--- config.mk ---
export PLATFORM = sky130hd
export DESIGN_NAME = ahb_axi_master_bridge_flat
export DESIGN_NICKNAME = d
export VERILOG_FILES = /design/src/rtl/ahb_axi_master_bridge_if.sv /design/src/rtl/ahb_axi_master_bridge.sv /design/src/flat_wrapper.sv
export SDC_FILE = /design/constraint.sdc
export NUM_CORES = 1
export LEC_CHECK = 0
export CAP_MARGIN = 20
export CORE_AREA = 2 2 130 132
export DETAILED_ROUTE_END_ITERATION = 6
export DIE_AREA = 0 0 132 134
export PLACE_DENSITY = 0.77
export SETUP_SLACK_MARGIN = 0.4
export SYNTH_ARGS = -nofsm -noshare
export SYNTH_HDL_FRONTEND = slang
export SYNTH_SLANG_ARGS = --single-unit
--- constraint.sdc ---
create_clock -name aclk -period 3.15 [get_ports aclk]
set_clock_uncertainty 0.2 [all_clocks]
set_input_delay 0.4725 -clock aclk [delete_from_list [all_inputs] [get_ports aclk]]
set_output_delay 0.4725 -clock aclk [all_outputs]
set_load 0.02 [all_outputs]
--- src/rtl/ahb_axi_master_bridge_if.sv ---
// AXI4 bus bundle (32-bit address, 32-bit data) shared by the AHB-to-AXI bridge and its AXI peers.
// The Master modport is the issuing side; Slave is the responding side.
interface AXI_BUS #(
    parameter int AXI_ID_WIDTH = 4
) ();
    logic [AXI_ID_WIDTH-1:0] aw_id;
    logic [31:0]             aw_addr;
    logic [7:0]              aw_len;
    logic [2:0]              aw_size;
    logic [1:0]              aw_burst;
    logic                    aw_lock;
    logic [3:0]              aw_cache;
    logic [2:0]              aw_prot;
    logic [3:0]              aw_qos;
    logic [3:0]              aw_region;
    logic                    aw_valid;
    logic                    aw_ready;

    logic [31:0]             w_data;
    logic [3:0]              w_strb;
    logic                    w_last;
    logic                    w_valid;
    logic                    w_ready;

    logic [AXI_ID_WIDTH-1:0] b_id;
    logic [1:0]              b_resp;
    logic                    b_valid;
    logic                    b_ready;

    logic [AXI_ID_WIDTH-1:0] ar_id;
    logic [31:0]             ar_addr;
    logic [7:0]              ar_len;
    logic [2:0]              ar_size;
    logic [1:0]              ar_burst;
    logic                    ar_lock;
    logic [3:0]              ar_cache;
    logic [2:0]              ar_prot;
    logic [3:0]              ar_qos;
    logic [3:0]              ar_region;
    logic                    ar_valid;
    logic                    ar_ready;

    logic [AXI_ID_WIDTH-1:0] r_id;
    logic [31:0]             r_data;
    logic [1:0]              r_resp;
    logic                    r_last;
    logic                    r_valid;
    logic                    r_ready;

    modport Master (
        output aw_id, aw_addr, aw_len, aw_size, aw_burst, aw_lock, aw_cache, aw_prot,
               aw_qos, aw_region, aw_valid,
        input  aw_ready,
        output w_data, w_strb, w_last, w_valid,
        input  w_ready,
        input  b_id, b_resp, b_valid,
        output b_ready,
        output ar_id, ar_addr, ar_len, ar_size, ar_burst, ar_lock, ar_cache, ar_prot,
               ar_qos, ar_region, ar_valid,
        input  ar_ready,
        input  r_id, r_data, r_resp, r_last, r_valid,
        output r_ready
    );

    modport Slave (
        input  aw_id, aw_addr, aw_len, aw_size, aw_burst, aw_lock, aw_cache, aw_prot,
               aw_qos, aw_region, aw_valid,
        output aw_ready,
        input  w_data, w_strb, w_last, w_valid,
        output w_ready,
        output b_id, b_resp, b_valid,
        input  b_ready,
        input  ar_id, ar_addr, ar_len, ar_size, ar_burst, ar_lock, ar_cache, ar_prot,
               ar_qos, ar_region, ar_valid,
        output ar_ready,
        output r_id, r_data, r_resp, r_last, r_valid,
        input  r_ready
    );
endinterface

--- src/rtl/ahb_axi_master_bridge.sv ---
// AHB-lite slave to AXI4 master bridge: each AHB beat becomes one single-beat AXI transaction,
// with at most one outstanding; AXI SLVERR/DECERR become a two-cycle AHB ERROR response.
module ahb_axi_master_bridge #(
    parameter int AXI_ID_WIDTH = 4,
    parameter int AXI_ID       = 0
) (
    input  logic        aclk,
    input  logic        aresetn,
    input  logic        s_hsel,
    input  logic [31:0] s_haddr,
    input  logic [1:0]  s_htrans,
    input  logic [2:0]  s_hsize,
    input  logic [2:0]  s_hburst,
    input  logic [3:0]  s_hprot,
    input  logic        s_hwrite,
    input  logic [31:0] s_hwdata,
    input  logic        s_hready_in,
    output logic [31:0] s_hrdata,
    output logic        s_hready_out,
    output logic        s_hresp,
    AXI_BUS.Master      mst
);

    typedef enum logic [3:0] {
        S_IDLE, S_WDATA, S_WADDR, S_WRESP, S_RADDR, S_RDATA, S_DONE, S_ERR1, S_ERR2
    } state_t;

    state_t      state;
    logic [31:0] haddr_q;
    logic [2:0]  hsize_q;
    logic [3:0]  hprot_q;
    logic [31:0] wdata_q;
    logic        aw_valid_q;
    logic        w_valid_q;
    logic        ar_valid_q;
    logic        b_ready_q;
    logic        r_ready_q;
    logic [3:0]  strb;

    logic accept;
    logic unused_ok;

    // Burst type and SEQ-vs-NONSEQ carry no information once every beat is a single AXI transfer.
    assign unused_ok = ^{s_hburst, s_htrans[0], mst.b_id, mst.r_id, mst.r_last};

    assign accept = s_hsel & s_htrans[1] & s_hready_in;

    function automatic logic resp_is_err(input logic [1:0] resp);
        return (resp == 2'b10) || (resp == 2'b11);
    endfunction

    always_comb begin
        strb = 4'b1111;
        case (hsize_q)
            3'd0:    strb = 4'b0001 << haddr_q[1:0];
            3'd1:    strb = 4'b0011 << {haddr_q[1], 1'b0};
            default: strb = 4'b1111;
        endcase
    end

    // Address/control fields are static for the life of a transaction, so both channels share them.
    assign mst.aw_id     = AXI_ID_WIDTH'(AXI_ID);
    assign mst.aw_addr   = haddr_q;
    assign mst.aw_len    = 8'd0;
    assign mst.aw_size   = hsize_q;
    assign mst.aw_burst  = 2'b01;
    assign mst.aw_lock   = 1'b0;
    assign mst.aw_cache  = {2'b00, hprot_q[3], hprot_q[2]};
    assign mst.aw_prot   = {~hprot_q[0], 1'b0, hprot_q[1]};
    assign mst.aw_qos    = 4'd0;
    assign mst.aw_region = 4'd0;
    assign mst.aw_valid  = aw_valid_q;

    assign mst.w_data    = wdata_q;
    assign mst.w_strb    = strb;
    assign mst.w_last    = 1'b1;
    assign mst.w_valid   = w_valid_q;
    assign mst.b_ready   = b_ready_q;

    assign mst.ar_id     = AXI_ID_WIDTH'(AXI_ID);
    assign mst.ar_addr   = haddr_q;
    assign mst.ar_len    = 8'd0;
    assign mst.ar_size   = hsize_q;
    assign mst.ar_burst  = 2'b01;
    assign mst.ar_lock   = 1'b0;
    assign mst.ar_cache  = {2'b00, hprot_q[3], hprot_q[2]};
    assign mst.ar_prot   = {~hprot_q[0], 1'b0, hprot_q[1]};
    assign mst.ar_qos    = 4'd0;
    assign mst.ar_region = 4'd0;
    assign mst.ar_valid  = ar_valid_q;
    assign mst.r_ready   = r_ready_q;

    // NOTE: every register here updates with <= so all branches see the pre-edge values.
    always_ff @(posedge aclk or negedge aresetn) begin
        if (!aresetn) begin
            state        <= S_IDLE;
            haddr_q      <= '0;
            hsize_q      <= '0;
            hprot_q      <= '0;
            wdata_q      <= '0;
            aw_valid_q   <= 1'b0;
            w_valid_q    <= 1'b0;
            ar_valid_q   <= 1'b0;
            b_ready_q    <= 1'b0;
            r_ready_q    <= 1'b0;
            s_hrdata     <= '0;
            s_hready_out <= 1'b1;
            s_hresp      <= 1'b0;
        end else begin
            case (state)
                // The hready_out=1 states double as address-phase acceptance slots.
                S_IDLE, S_DONE, S_ERR2: begin
                    if (accept) begin
                        haddr_q      <= s_haddr;
                        hsize_q      <= s_hsize;
                        hprot_q      <= s_hprot;
                        s_hready_out <= 1'b0;
                        if (s_hsize > 3'd2) begin
                            state   <= S_ERR1;
                            s_hresp <= 1'b1;
                        end else if (s_hwrite) begin
                            state   <= S_WDATA;
                            s_hresp <= 1'b0;
                        end else begin
                            state      <= S_RADDR;
                            ar_valid_q <= 1'b1;
                            s_hresp    <= 1'b0;
                        end
                    end else begin
                        state        <= S_IDLE;
                        s_hready_out <= 1'b1;
                        s_hresp      <= 1'b0;
                    end
                end
                S_WDATA: begin
                    wdata_q    <= s_hwdata;
                    aw_valid_q <= 1'b1;
                    w_valid_q  <= 1'b1;
                    state      <= S_WADDR;
                end
                S_WADDR: begin
                    if (mst.aw_ready) aw_valid_q <= 1'b0;
                    if (mst.w_ready)  w_valid_q  <= 1'b0;
                    if ((!aw_valid_q || mst.aw_ready) && (!w_valid_q || mst.w_ready)) begin
                        state     <= S_WRESP;
                        b_ready_q <= 1'b1;
                    end
                end
                S_WRESP: begin
                    if (mst.b_valid) begin
                        b_ready_q <= 1'b0;
                        if (resp_is_err(mst.b_resp)) begin
                            state   <= S_ERR1;
                            s_hresp <= 1'b1;
                        end else begin
                            state        <= S_DONE;
                            s_hready_out <= 1'b1;
                            s_hresp      <= 1'b0;
                        end
                    end
                end
                S_RADDR: begin
                    if (mst.ar_ready) begin
                        ar_valid_q <= 1'b0;
                        r_ready_q  <= 1'b1;
                        state      <= S_RDATA;
                    end
                end
                S_RDATA: begin
                    if (mst.r_valid) begin
                        r_ready_q <= 1'b0;
                        s_hrdata  <= mst.r_data;
                        if (resp_is_err(mst.r_resp)) begin
                            state   <= S_ERR1;
                            s_hresp <= 1'b1;
                        end else begin
                            state        <= S_DONE;
                            s_hready_out <= 1'b1;
                            s_hresp      <= 1'b0;
                        end
                    end
                end
                S_ERR1: begin
                    state        <= S_ERR2;
                    s_hready_out <= 1'b1;
                    s_hresp      <= 1'b1;
                end
                default: begin
                    state        <= S_IDLE;
                    aw_valid_q   <= 1'b0;
                    w_valid_q    <= 1'b0;
                    ar_valid_q   <= 1'b0;
                    b_ready_q    <= 1'b0;
                    r_ready_q    <= 1'b0;
                    s_hready_out <= 1'b1;
                    s_hresp      <= 1'b0;
                end
            endcase
        end
    end

endmodule

--- src/flat_wrapper.sv ---
// flat-port wrapper written by rule: the top's interface ports become plain ports
module ahb_axi_master_bridge_flat 
#(
    parameter int AXI_ID_WIDTH = 4,
    parameter int AXI_ID       = 0
)
  (aclk, aresetn, s_hsel, s_haddr, s_htrans, s_hsize, s_hburst, s_hprot, s_hwrite, s_hwdata, s_hready_in, s_hrdata, s_hready_out, s_hresp, mst_aw_id, mst_aw_addr, mst_aw_len, mst_aw_size, mst_aw_burst, mst_aw_lock, mst_aw_cache, mst_aw_prot, mst_aw_qos, mst_aw_region, mst_aw_valid, mst_aw_ready, mst_w_data, mst_w_strb, mst_w_last, mst_w_valid, mst_w_ready, mst_b_id, mst_b_resp, mst_b_valid, mst_b_ready, mst_ar_id, mst_ar_addr, mst_ar_len, mst_ar_size, mst_ar_burst, mst_ar_lock, mst_ar_cache, mst_ar_prot, mst_ar_qos, mst_ar_region, mst_ar_valid, mst_ar_ready, mst_r_id, mst_r_data, mst_r_resp, mst_r_last, mst_r_valid, mst_r_ready);
  AXI_BUS #(.AXI_ID_WIDTH(AXI_ID_WIDTH)) mst_i ();
  input  logic aclk;
  input  logic aresetn;
  input  logic s_hsel;
  input  logic [31:0] s_haddr;
  input  logic [1:0] s_htrans;
  input  logic [2:0] s_hsize;
  input  logic [2:0] s_hburst;
  input  logic [3:0] s_hprot;
  input  logic s_hwrite;
  input  logic [31:0] s_hwdata;
  input  logic s_hready_in;
  output logic [31:0] s_hrdata;
  output logic s_hready_out;
  output logic s_hresp;
  output wire logic [$bits(mst_i.aw_id)-1:0] mst_aw_id;
  output wire logic [$bits(mst_i.aw_addr)-1:0] mst_aw_addr;
  output wire logic [$bits(mst_i.aw_len)-1:0] mst_aw_len;
  output wire logic [$bits(mst_i.aw_size)-1:0] mst_aw_size;
  output wire logic [$bits(mst_i.aw_burst)-1:0] mst_aw_burst;
  output wire logic [$bits(mst_i.aw_lock)-1:0] mst_aw_lock;
  output wire logic [$bits(mst_i.aw_cache)-1:0] mst_aw_cache;
  output wire logic [$bits(mst_i.aw_prot)-1:0] mst_aw_prot;
  output wire logic [$bits(mst_i.aw_qos)-1:0] mst_aw_qos;
  output wire logic [$bits(mst_i.aw_region)-1:0] mst_aw_region;
  output wire logic [$bits(mst_i.aw_valid)-1:0] mst_aw_valid;
  input wire logic [$bits(mst_i.aw_ready)-1:0] mst_aw_ready;
  output wire logic [$bits(mst_i.w_data)-1:0] mst_w_data;
  output wire logic [$bits(mst_i.w_strb)-1:0] mst_w_strb;
  output wire logic [$bits(mst_i.w_last)-1:0] mst_w_last;
  output wire logic [$bits(mst_i.w_valid)-1:0] mst_w_valid;
  input wire logic [$bits(mst_i.w_ready)-1:0] mst_w_ready;
  input wire logic [$bits(mst_i.b_id)-1:0] mst_b_id;
  input wire logic [$bits(mst_i.b_resp)-1:0] mst_b_resp;
  input wire logic [$bits(mst_i.b_valid)-1:0] mst_b_valid;
  output wire logic [$bits(mst_i.b_ready)-1:0] mst_b_ready;
  output wire logic [$bits(mst_i.ar_id)-1:0] mst_ar_id;
  output wire logic [$bits(mst_i.ar_addr)-1:0] mst_ar_addr;
  output wire logic [$bits(mst_i.ar_len)-1:0] mst_ar_len;
  output wire logic [$bits(mst_i.ar_size)-1:0] mst_ar_size;
  output wire logic [$bits(mst_i.ar_burst)-1:0] mst_ar_burst;
  output wire logic [$bits(mst_i.ar_lock)-1:0] mst_ar_lock;
  output wire logic [$bits(mst_i.ar_cache)-1:0] mst_ar_cache;
  output wire logic [$bits(mst_i.ar_prot)-1:0] mst_ar_prot;
  output wire logic [$bits(mst_i.ar_qos)-1:0] mst_ar_qos;
  output wire logic [$bits(mst_i.ar_region)-1:0] mst_ar_region;
  output wire logic [$bits(mst_i.ar_valid)-1:0] mst_ar_valid;
  input wire logic [$bits(mst_i.ar_ready)-1:0] mst_ar_ready;
  input wire logic [$bits(mst_i.r_id)-1:0] mst_r_id;
  input wire logic [$bits(mst_i.r_data)-1:0] mst_r_data;
  input wire logic [$bits(mst_i.r_resp)-1:0] mst_r_resp;
  input wire logic [$bits(mst_i.r_last)-1:0] mst_r_last;
  input wire logic [$bits(mst_i.r_valid)-1:0] mst_r_valid;
  output wire logic [$bits(mst_i.r_ready)-1:0] mst_r_ready;
  assign mst_aw_id = mst_i.aw_id;
  assign mst_aw_addr = mst_i.aw_addr;
  assign mst_aw_len = mst_i.aw_len;
  assign mst_aw_size = mst_i.aw_size;
  assign mst_aw_burst = mst_i.aw_burst;
  assign mst_aw_lock = mst_i.aw_lock;
  assign mst_aw_cache = mst_i.aw_cache;
  assign mst_aw_prot = mst_i.aw_prot;
  assign mst_aw_qos = mst_i.aw_qos;
  assign mst_aw_region = mst_i.aw_region;
  assign mst_aw_valid = mst_i.aw_valid;
  assign mst_i.aw_ready = mst_aw_ready;
  assign mst_w_data = mst_i.w_data;
  assign mst_w_strb = mst_i.w_strb;
  assign mst_w_last = mst_i.w_last;
  assign mst_w_valid = mst_i.w_valid;
  assign mst_i.w_ready = mst_w_ready;
  assign mst_i.b_id = mst_b_id;
  assign mst_i.b_resp = mst_b_resp;
  assign mst_i.b_valid = mst_b_valid;
  assign mst_b_ready = mst_i.b_ready;
  assign mst_ar_id = mst_i.ar_id;
  assign mst_ar_addr = mst_i.ar_addr;
  assign mst_ar_len = mst_i.ar_len;
  assign mst_ar_size = mst_i.ar_size;
  assign mst_ar_burst = mst_i.ar_burst;
  assign mst_ar_lock = mst_i.ar_lock;
  assign mst_ar_cache = mst_i.ar_cache;
  assign mst_ar_prot = mst_i.ar_prot;
  assign mst_ar_qos = mst_i.ar_qos;
  assign mst_ar_region = mst_i.ar_region;
  assign mst_ar_valid = mst_i.ar_valid;
  assign mst_i.ar_ready = mst_ar_ready;
  assign mst_i.r_id = mst_r_id;
  assign mst_i.r_data = mst_r_data;
  assign mst_i.r_resp = mst_r_resp;
  assign mst_i.r_last = mst_r_last;
  assign mst_i.r_valid = mst_r_valid;
  assign mst_r_ready = mst_i.r_ready;
  ahb_axi_master_bridge #(.AXI_ID_WIDTH(AXI_ID_WIDTH), .AXI_ID(AXI_ID)) u_core (.aclk(aclk), .aresetn(aresetn), .s_hsel(s_hsel), .s_haddr(s_haddr), .s_htrans(s_htrans), .s_hsize(s_hsize), .s_hburst(s_hburst), .s_hprot(s_hprot), .s_hwrite(s_hwrite), .s_hwdata(s_hwdata), .s_hready_in(s_hready_in), .s_hrdata(s_hrdata), .s_hready_out(s_hready_out), .s_hresp(s_hresp), .mst(mst_i));
endmodule
==> results of run 1 <==
-- final cells by class --
cell class | count | share of cell area (%)
Clock buffer | 24 | 5.915
Clock inverter | 8 | 2.021
Inverter | 9 | 0.3983
Multi-Input combinational cell | 241 | 22.32
Sequential cell | 114 | 33.65
Tap cell | 220 | 3.245
Timing Repair Buffer | 274 | 32.45
-- cell families (layout without fill, tap and decap cells) --
kind of cell	after synthesis	after routing	share of synthesized area, %
AO/OA/AOI/OAI	45	45	5.739
adder cells (fa/ha/maj)	1	1	0.1859
multiplexers	101	101	21.12
flip-flops	114	114	53.00
other	2	53	0.1395
buffers and inverters	120	315	15.71
AND/OR/NAND/NOR	41	41	4.113
-- worst register-to-register path, delay by kind of cell, from the launching register on --
| family | cells | cell delay (ps) |
|---|---|---|
| compound gates | 1 | 420 |
| buf+inv | 1 | 290 |
| flops | 1 | 580 |
| mux | 1 | 400 |
| simple gates | 1 | 440 |
-- state kept, by name, summed over array words and instances, names as in the netlist, 3 cells and up --
| register | flops |
|---|---|
| u_core.mst.ar_addr | 32 |
| u_core.mst.w_data | 32 |
| u_core.s_hrdata | 32 |
| u_core.hprot_q | 4 |
| u_core.state | 4 |
| u_core.mst.ar_size | 3 |
-- worst max-delay path by stage --
stage,startpoint,endpoint,slack [ps]
finish,u_core.mst.ar_addr[0]$_DFFE_PN0P_,mst_w_strb[0],700
global route,u_core.state[0]$_DFFE_PN0P_,u_core.s_hrdata[7]$_DFFE_PN0P_,610
CTS,u_core.mst.ar_addr[0]$_DFFE_PN0P_,mst_w_strb[2],680
detailed placement,s_hsel,u_core.mst.ar_addr[12]$_DFFE_PN0P_,650
global placement,s_hready_in,u_core.mst.ar_addr[15]$_DFFE_PN0P_,680
floorplan,u_core.state[2]$_DFFE_PN0P_,u_core.mst.ar_addr[10]$_DFFE_PN0P_,1090
-- timing repair --
item / CTS / global route
endpoints found under the hold margin: 20 / 0
setup buffers: 0 / 0
endpoints found under the setup margin: 0 / 0
hold buffers: 1 / 0
-- routing by layer --
| layer | global-route usage, % | part of all wire [%] | vias up | wire length, um |
|---|---|---|---|---|
| met5 | 0 | 0 | - | 0 |
| met3 | 6.803 | 10 | 27 | 1429 |
| met4 | 7.065 | 2.4 | 0 | 336 |
| li1 | - | - | 1793 | - |
| met2 | 27.17 | 51 | 231 | 7100 |
| met1 | 16.90 | 36 | 1971 | 5044 |
-- stage by stage --
| stage | cells | setup slack (ps) |
|---|---|---|
| global route | 890 | 608.9 |
| detailed placement | 857 | 651.0 |
| floorplan | 475 | 1092 |
| finish | 890 | 695.8 |
| global placement | 857 | 684.7 |
| CTS | 890 | 675.6 |
-- power breakdown --
| group | internal [mW] | switching (mW) | total (mW) |
|---|---|---|---|
| sequential | 2.19 | 0.557 | 2.75 |
| combinational | 2.52 | 2.32 | 4.84 |
| clock | 1.51 | 0.659 | 2.17 |
-- layout by cell type (no fill, tap or decap), types with 3 or more instances in the layout --
cell and count:
clkdlybuf4s50_1 267, dfrtp_1 113, mux2_2 96, conb_1 53, clkbuf_16 17, o21ai_0 11, a21oi_1 11, inv_1 9
nand2_1 9, nor2_1 7, nor2b_1 6, nand2b_1 5, mux2_1 5, clkbuf_8 5, bufinv_16 5, buf_4 4
nand3b_1 3, a21o_1 3, a32o_1 3, a211oi_1 3
==> results.cfg, run 1 <==
[run_status]
status = finished, final reports clean

[clock_network]
worst_skew_late_latency_ps = 400
numCtsBuffers = 17
clock_tree.buffer_depth = 2
tritoncts_num_sinks = 114
worst_setup_hold_path_clk_slew_ps = 60
root_buffer = clkbuf_16
cts_resizes = 0
cts_h_tree_lvls = 4
clock_tree_from_tritoncts = done

[floorplan]
ios = 337
core-area_um2 = 16290
die_width_um = 132
initial_utilization_pct = 33.06
area_enclosed_by_the_die_boundary_um2 = 17690
row_count = 47
die-height_um = 134

[route]
antenna_violating_nets_post_route = 0
vias = 4022
wl_mm = 13.91
drt_iter0_markers = 79
remaining_drc_errors = 0
drt_pre_antenna_iters = 5
wl_per_cell_um = 15.63
vias_per_cell = 4.519

[critical_path]
critical_path.cell_chain = nor2b_1 > o21ai_0 > clkdlybuf4s50_1
worst_path_max_delay_cell = clkdlybuf4s50_1
worst_ep_required_ps = 2480
cp_num_buf_inv = 1
critPathLaunchType = register
setup.reg_to_reg.worst_slack_ps = 710
endpoint_kind_of_the_worst_setup_timing_path = output port
reg2reg_from = u_core.state[1]$_DFFE_PN0P_
highest_fanout_seen_on_the_critical_path = 5
timing.rr.end = u_core.mst.ar_addr[12]$_DFFE_PN0P_
timing.critical_path.max_delay_family = buffers and inverters
criticalPathCategory = register to output port
cp_data_arrival_time_ps = 1780
number_of_gates_on_the_worst_path_with_buffers_counted = 3
slowest_delay_ps = 630
r2r.worst_path.cells = 4

[sta]
layout_worst_path_cycle_share_pct = 77.91
timing.final.hold_violations = 0
setup_tns_ps = 0
tightestPinTransition_ps = 695.9
finalSetupViolations = 0
grt_setup_unrepaired = false
final_period_minus_worst_setup_slack_ps = 2454
slew-limit-headroom_pct = 53.61
fin_hold_ws_ps = 267.5
fmaxAchievable_mhz = 407.5
final-max-slew-violation-count = 0

[place]
instance_area_after_placement_um2 = 7799
dp.final_hpwl_mm = 10.64
buffer_ports.inserted = 268
place.gp.congestion = 0.8738

[cells_and_area]
multi_input_gate_area_in_the_final_layout_um2 = 1893
post_route_cells_drive_above_1_share_pct = 20.45
finish.net_count = 788
layout.area.seq_um2 = 2854
antenna_cells = 0
finalCoreUtilization_pct = 52.07
fillers = 1405
design_area_um2 = 8482
area.growth.synth_to_final_pct = 57.50

[pwr]
power.density_nw_per_um2 = 1150
peakVddDrop_uv = 580.5
fin_total_pwr_mw = 9.756
total_leakage_power_nw = 3.581

[yosys]
yosys_most_used_dff = dfrtp_1
synth-async-reset-ratio_pct = 100.0
synth.cells.most_frequent = dfrtp_1, mux2_2, buf_4, a21oi_1, o21ai_0
synth_largest_area_cell = dfrtp_1
synthCells = 424
syn_area_um2 = 5385
synthDominantCellAreaShare_pct = 52.51
synth.distinct_cells = 42
synth.ff_latch_count = 114
synth.top_cells.by_area = dfrtp_1, mux2_2, buf_4
post_synth_edffs = 0
synth_area_per_cell_um2 = 12.70
synth.most_common_cell = dfrtp_1
ys_warn_count = 0
synth_sequential_area_ratio_pct = 53.00

[global_routing]
number_of_antenna_violations_at_the_first_check_in_global_routing = 0
globalRouteTotalUtil_pct = 15.79
grt_pass1_vias = 4213
grt_max_degree = 63
global_route_wire_length_before_repair_mm = 21.96
gr-total-overflow = 0

[run]
cap_viol_max_count = 0

[worst_hold_path]
min_delay_path_depth = 2
hold_path.class = register to register
min_delay_worst_endpoint = u_core.s_hready_out$_DFFE_PN1P_
hold_start = u_core.s_hready_out$_DFFE_PN1P_
No activity file was read; power rests on OpenSTA's default activity.
==> run 2: changes to the inputs <==
- CORE_AREA: 2 2 130 132 -> not set
- CORE_MARGIN: not set -> 2
- CORE_UTILIZATION: not set -> 34
- DIE_AREA: 0 0 132 134 -> not set
- PLACE_DENSITY: 0.77 -> 0.81
- clock period: 3.15 -> 2.2 ns (I/O delays scaled with it)
==> run 2 against run 1 <==
Critical path depth increased by 3. Sequential share of layout area decreased by 2.6 points. Global-route usage up 2.2 points. Cell count increased by 5.1%. Die area fell by 4.7%. Largest power group unchanged.
==> results.cfg, run 2 (synthesized netlist as in run 1, its figures left out) <==
[critical_path]
reg2reg_from = u_core.state[2]$_DFFE_PN0P_
criticalPathCategory = register to register
setup.reg_to_reg.worst_slack_ps = 260
cp_data_arrival_time_ps = 2020
highest_fanout_seen_on_the_critical_path = 11
endpoint_kind_of_the_worst_setup_timing_path = register
cp-startpoint = u_core.state[2]$_DFFE_PN0P_
worstSetupEndpoint = u_core.mst.ar_size[0]$_DFFE_PN0P_
worst_ep_required_ps = 2290
timing.rr.end = u_core.mst.ar_size[0]$_DFFE_PN0P_
critPathLaunchType = register
r2r.worst_path.cells = 6

[pwr]
power.density_nw_per_um2 = 1515
peakVddDrop_uv = 886.9
fin_total_pwr_mw = 13.95
total_leakage_power_nw = 4.375

[sta]
fmaxAchievable_mhz = 516.0
grt_setup_unrepaired = true
setup_tns_ps = 0
layout_worst_path_cycle_share_pct = 88.08
timing.final.hold_violations = 0
final_period_minus_worst_setup_slack_ps = 1938
finalSetupViolations = 0
final-max-slew-violation-count = 0

[clock_network]
numCtsBuffers = 17
root_buffer = clkbuf_16
worst_skew_late_latency_ps = 410
clock_tree_from_tritoncts = done
cts_h_tree_lvls = 4
worst_setup_hold_path_clk_slew_ps = 60
tritoncts_num_sinks = 114
clock_tree.buffer_depth = 2

[route]
drt_iter0_markers = 139
wl_mm = 16.57
vias = 4218
remaining_drc_errors = 0
vias_per_cell = 4.511
antenna_violating_nets_post_route = 0
wl_per_cell_um = 17.72
drt_pre_antenna_iters = 4

[cells_and_area]
finish.net_count = 837
most-common-layout-cells = dlygate4sd2_1, clkdlybuf4s50_1, dfrtp_1, mux2_4, conb_1
fillers = 1294
area.growth.synth_to_final_pct = 71.07
finalCoreUtilization_pct = 58.85
layout.cells.most_common = dlygate4sd2_1
post_route_cells_drive_above_1_share_pct = 30.18
antenna_cells = 0

[global_routing]
gr-total-overflow = 0
globalRouteTotalUtil_pct = 17.99
number_of_antenna_violations_at_the_first_check_in_global_routing = 0
grt_pass1_vias = 4266
grt_max_degree = 61
global_route_wire_length_before_repair_mm = 23.03

[floorplan]
die_width_um = 129.9
die-height_um = 129.9
ios = 337
core-area_um2 = 15660
row_count = 46
initial_utilization_pct = 34.40
area_enclosed_by_the_die_boundary_um2 = 16860

[place]
dp.final_hpwl_mm = 10.78
place.gp.congestion = 0.8727
buffer_ports.inserted = 268

[run_status]
status = finished, final reports clean

[run]
cap_viol_max_count = 0

[worst_hold_path]
hold_path.class = input port to async pin
==> run 2: cell count changes in the layout (fill, tap and decap cells not counted), moves of 5 or more <==
| cell | before | now |
|---|---|---|
| buf_12 | 2 | 7 |
| buf_16 | 0 | 6 |
| buf_4 | 4 | 24 |
| buf_6 | 0 | 16 |
| clkbuf_8 | 5 | 0 |
| clkdlybuf4s50_1 | 267 | 114 |
| dlygate4sd2_1 | 0 | 147 |
| inv_6 | 0 | 6 |
| mux2_2 | 96 | 33 |
| mux2_4 | 0 | 65 |
| o21ai_0 | 11 | 5 |
==> run 2: repair_timing <==
item | in CTS | in global routing
endpoints found under the setup margin | 257 | 116
buffers inserted | 21 | 11
endpoints found under the hold margin | 29 | 0
hold buffers | 1 | 0
gates resized for setup | 231 | 59
pin swaps | 4 | 7
gates cloned | 7 | 4
==> run 2: worst min-delay path by stage <==
stage	to	cells past startpoint	slack, ps	startpoint
CTS	u_core.s_hrdata[23]$_DFFE_PN0P_	2	200	aresetn
detailed placement	u_core.s_hrdata[23]$_DFFE_PN0P_	1	100	aresetn
finish	u_core.s_hrdata[21]$_DFFE_PN0P_	2	210	aresetn
floorplan	u_core.hprot_q[0]$_DFFE_PN0P_	0	-170	aresetn
global route	u_core.s_hrdata[21]$_DFFE_PN0P_	2	210	aresetn
global placement	u_core.s_hrdata[23]$_DFFE_PN0P_	1	90	aresetn
==> run 2: final cells by class <==
class / instances / area, um2 / share of cell area (%)
Tap cell: 216 / 270.3 / 2.934
Multi-Input combinational cell: 241 / 2251 / 24.43
Timing Repair Buffer: 323 / 3224 / 35.00
Clock buffer: 17 / 425.4 / 4.618
Clock inverter: 15 / 147.6 / 1.603
Inverter: 9 / 37.54 / 0.4074
Sequential cell: 114 / 2856 / 31.01
==> run 2: critical path, cell delays in order, from the launching register on <==
cell       delay [ps]
dfrtp_1           390
buf_4             130
nand3b_1          130
a211oi_4          300
buf_6             160
clkbuf_16         160
mux2_2            340
==> run 2: per-layer routing <==
metal  vias to the layer above  share of wire, %  track usage [%]
met2                       226                53            31.84
met3                        20               8.3            7.134
li1                       1886                 -                -
met4                         0               1.7            7.021
met1                      2086                37            19.29
met5                         -                 0                0
==> run 2: power by group <==
group / switching, mW / internal, mW
Combinational: 3.77 / 3.64
Clock: 1.09 / 1.58
Sequential: 0.724 / 3.15
Total: 5.59 / 8.37
==> run 2: metrics by stage <==
stage | instance area (um2) | hold slack [ps] | setup slack (ps) | std cells
final | 9213 | 207.3 | 262.1 | 935
after global routing | 9213 | 213.3 | 199.5 | 935
after CTS | 8848 | 198.4 | 200.8 | 920
after detailed placement | 7880 | 101.1 | -32.15 | 859
after global placement | 7880 | 90.39 | -15.16 | 859
after floorplan | 5610 | -165.6 | 146.9 | 475
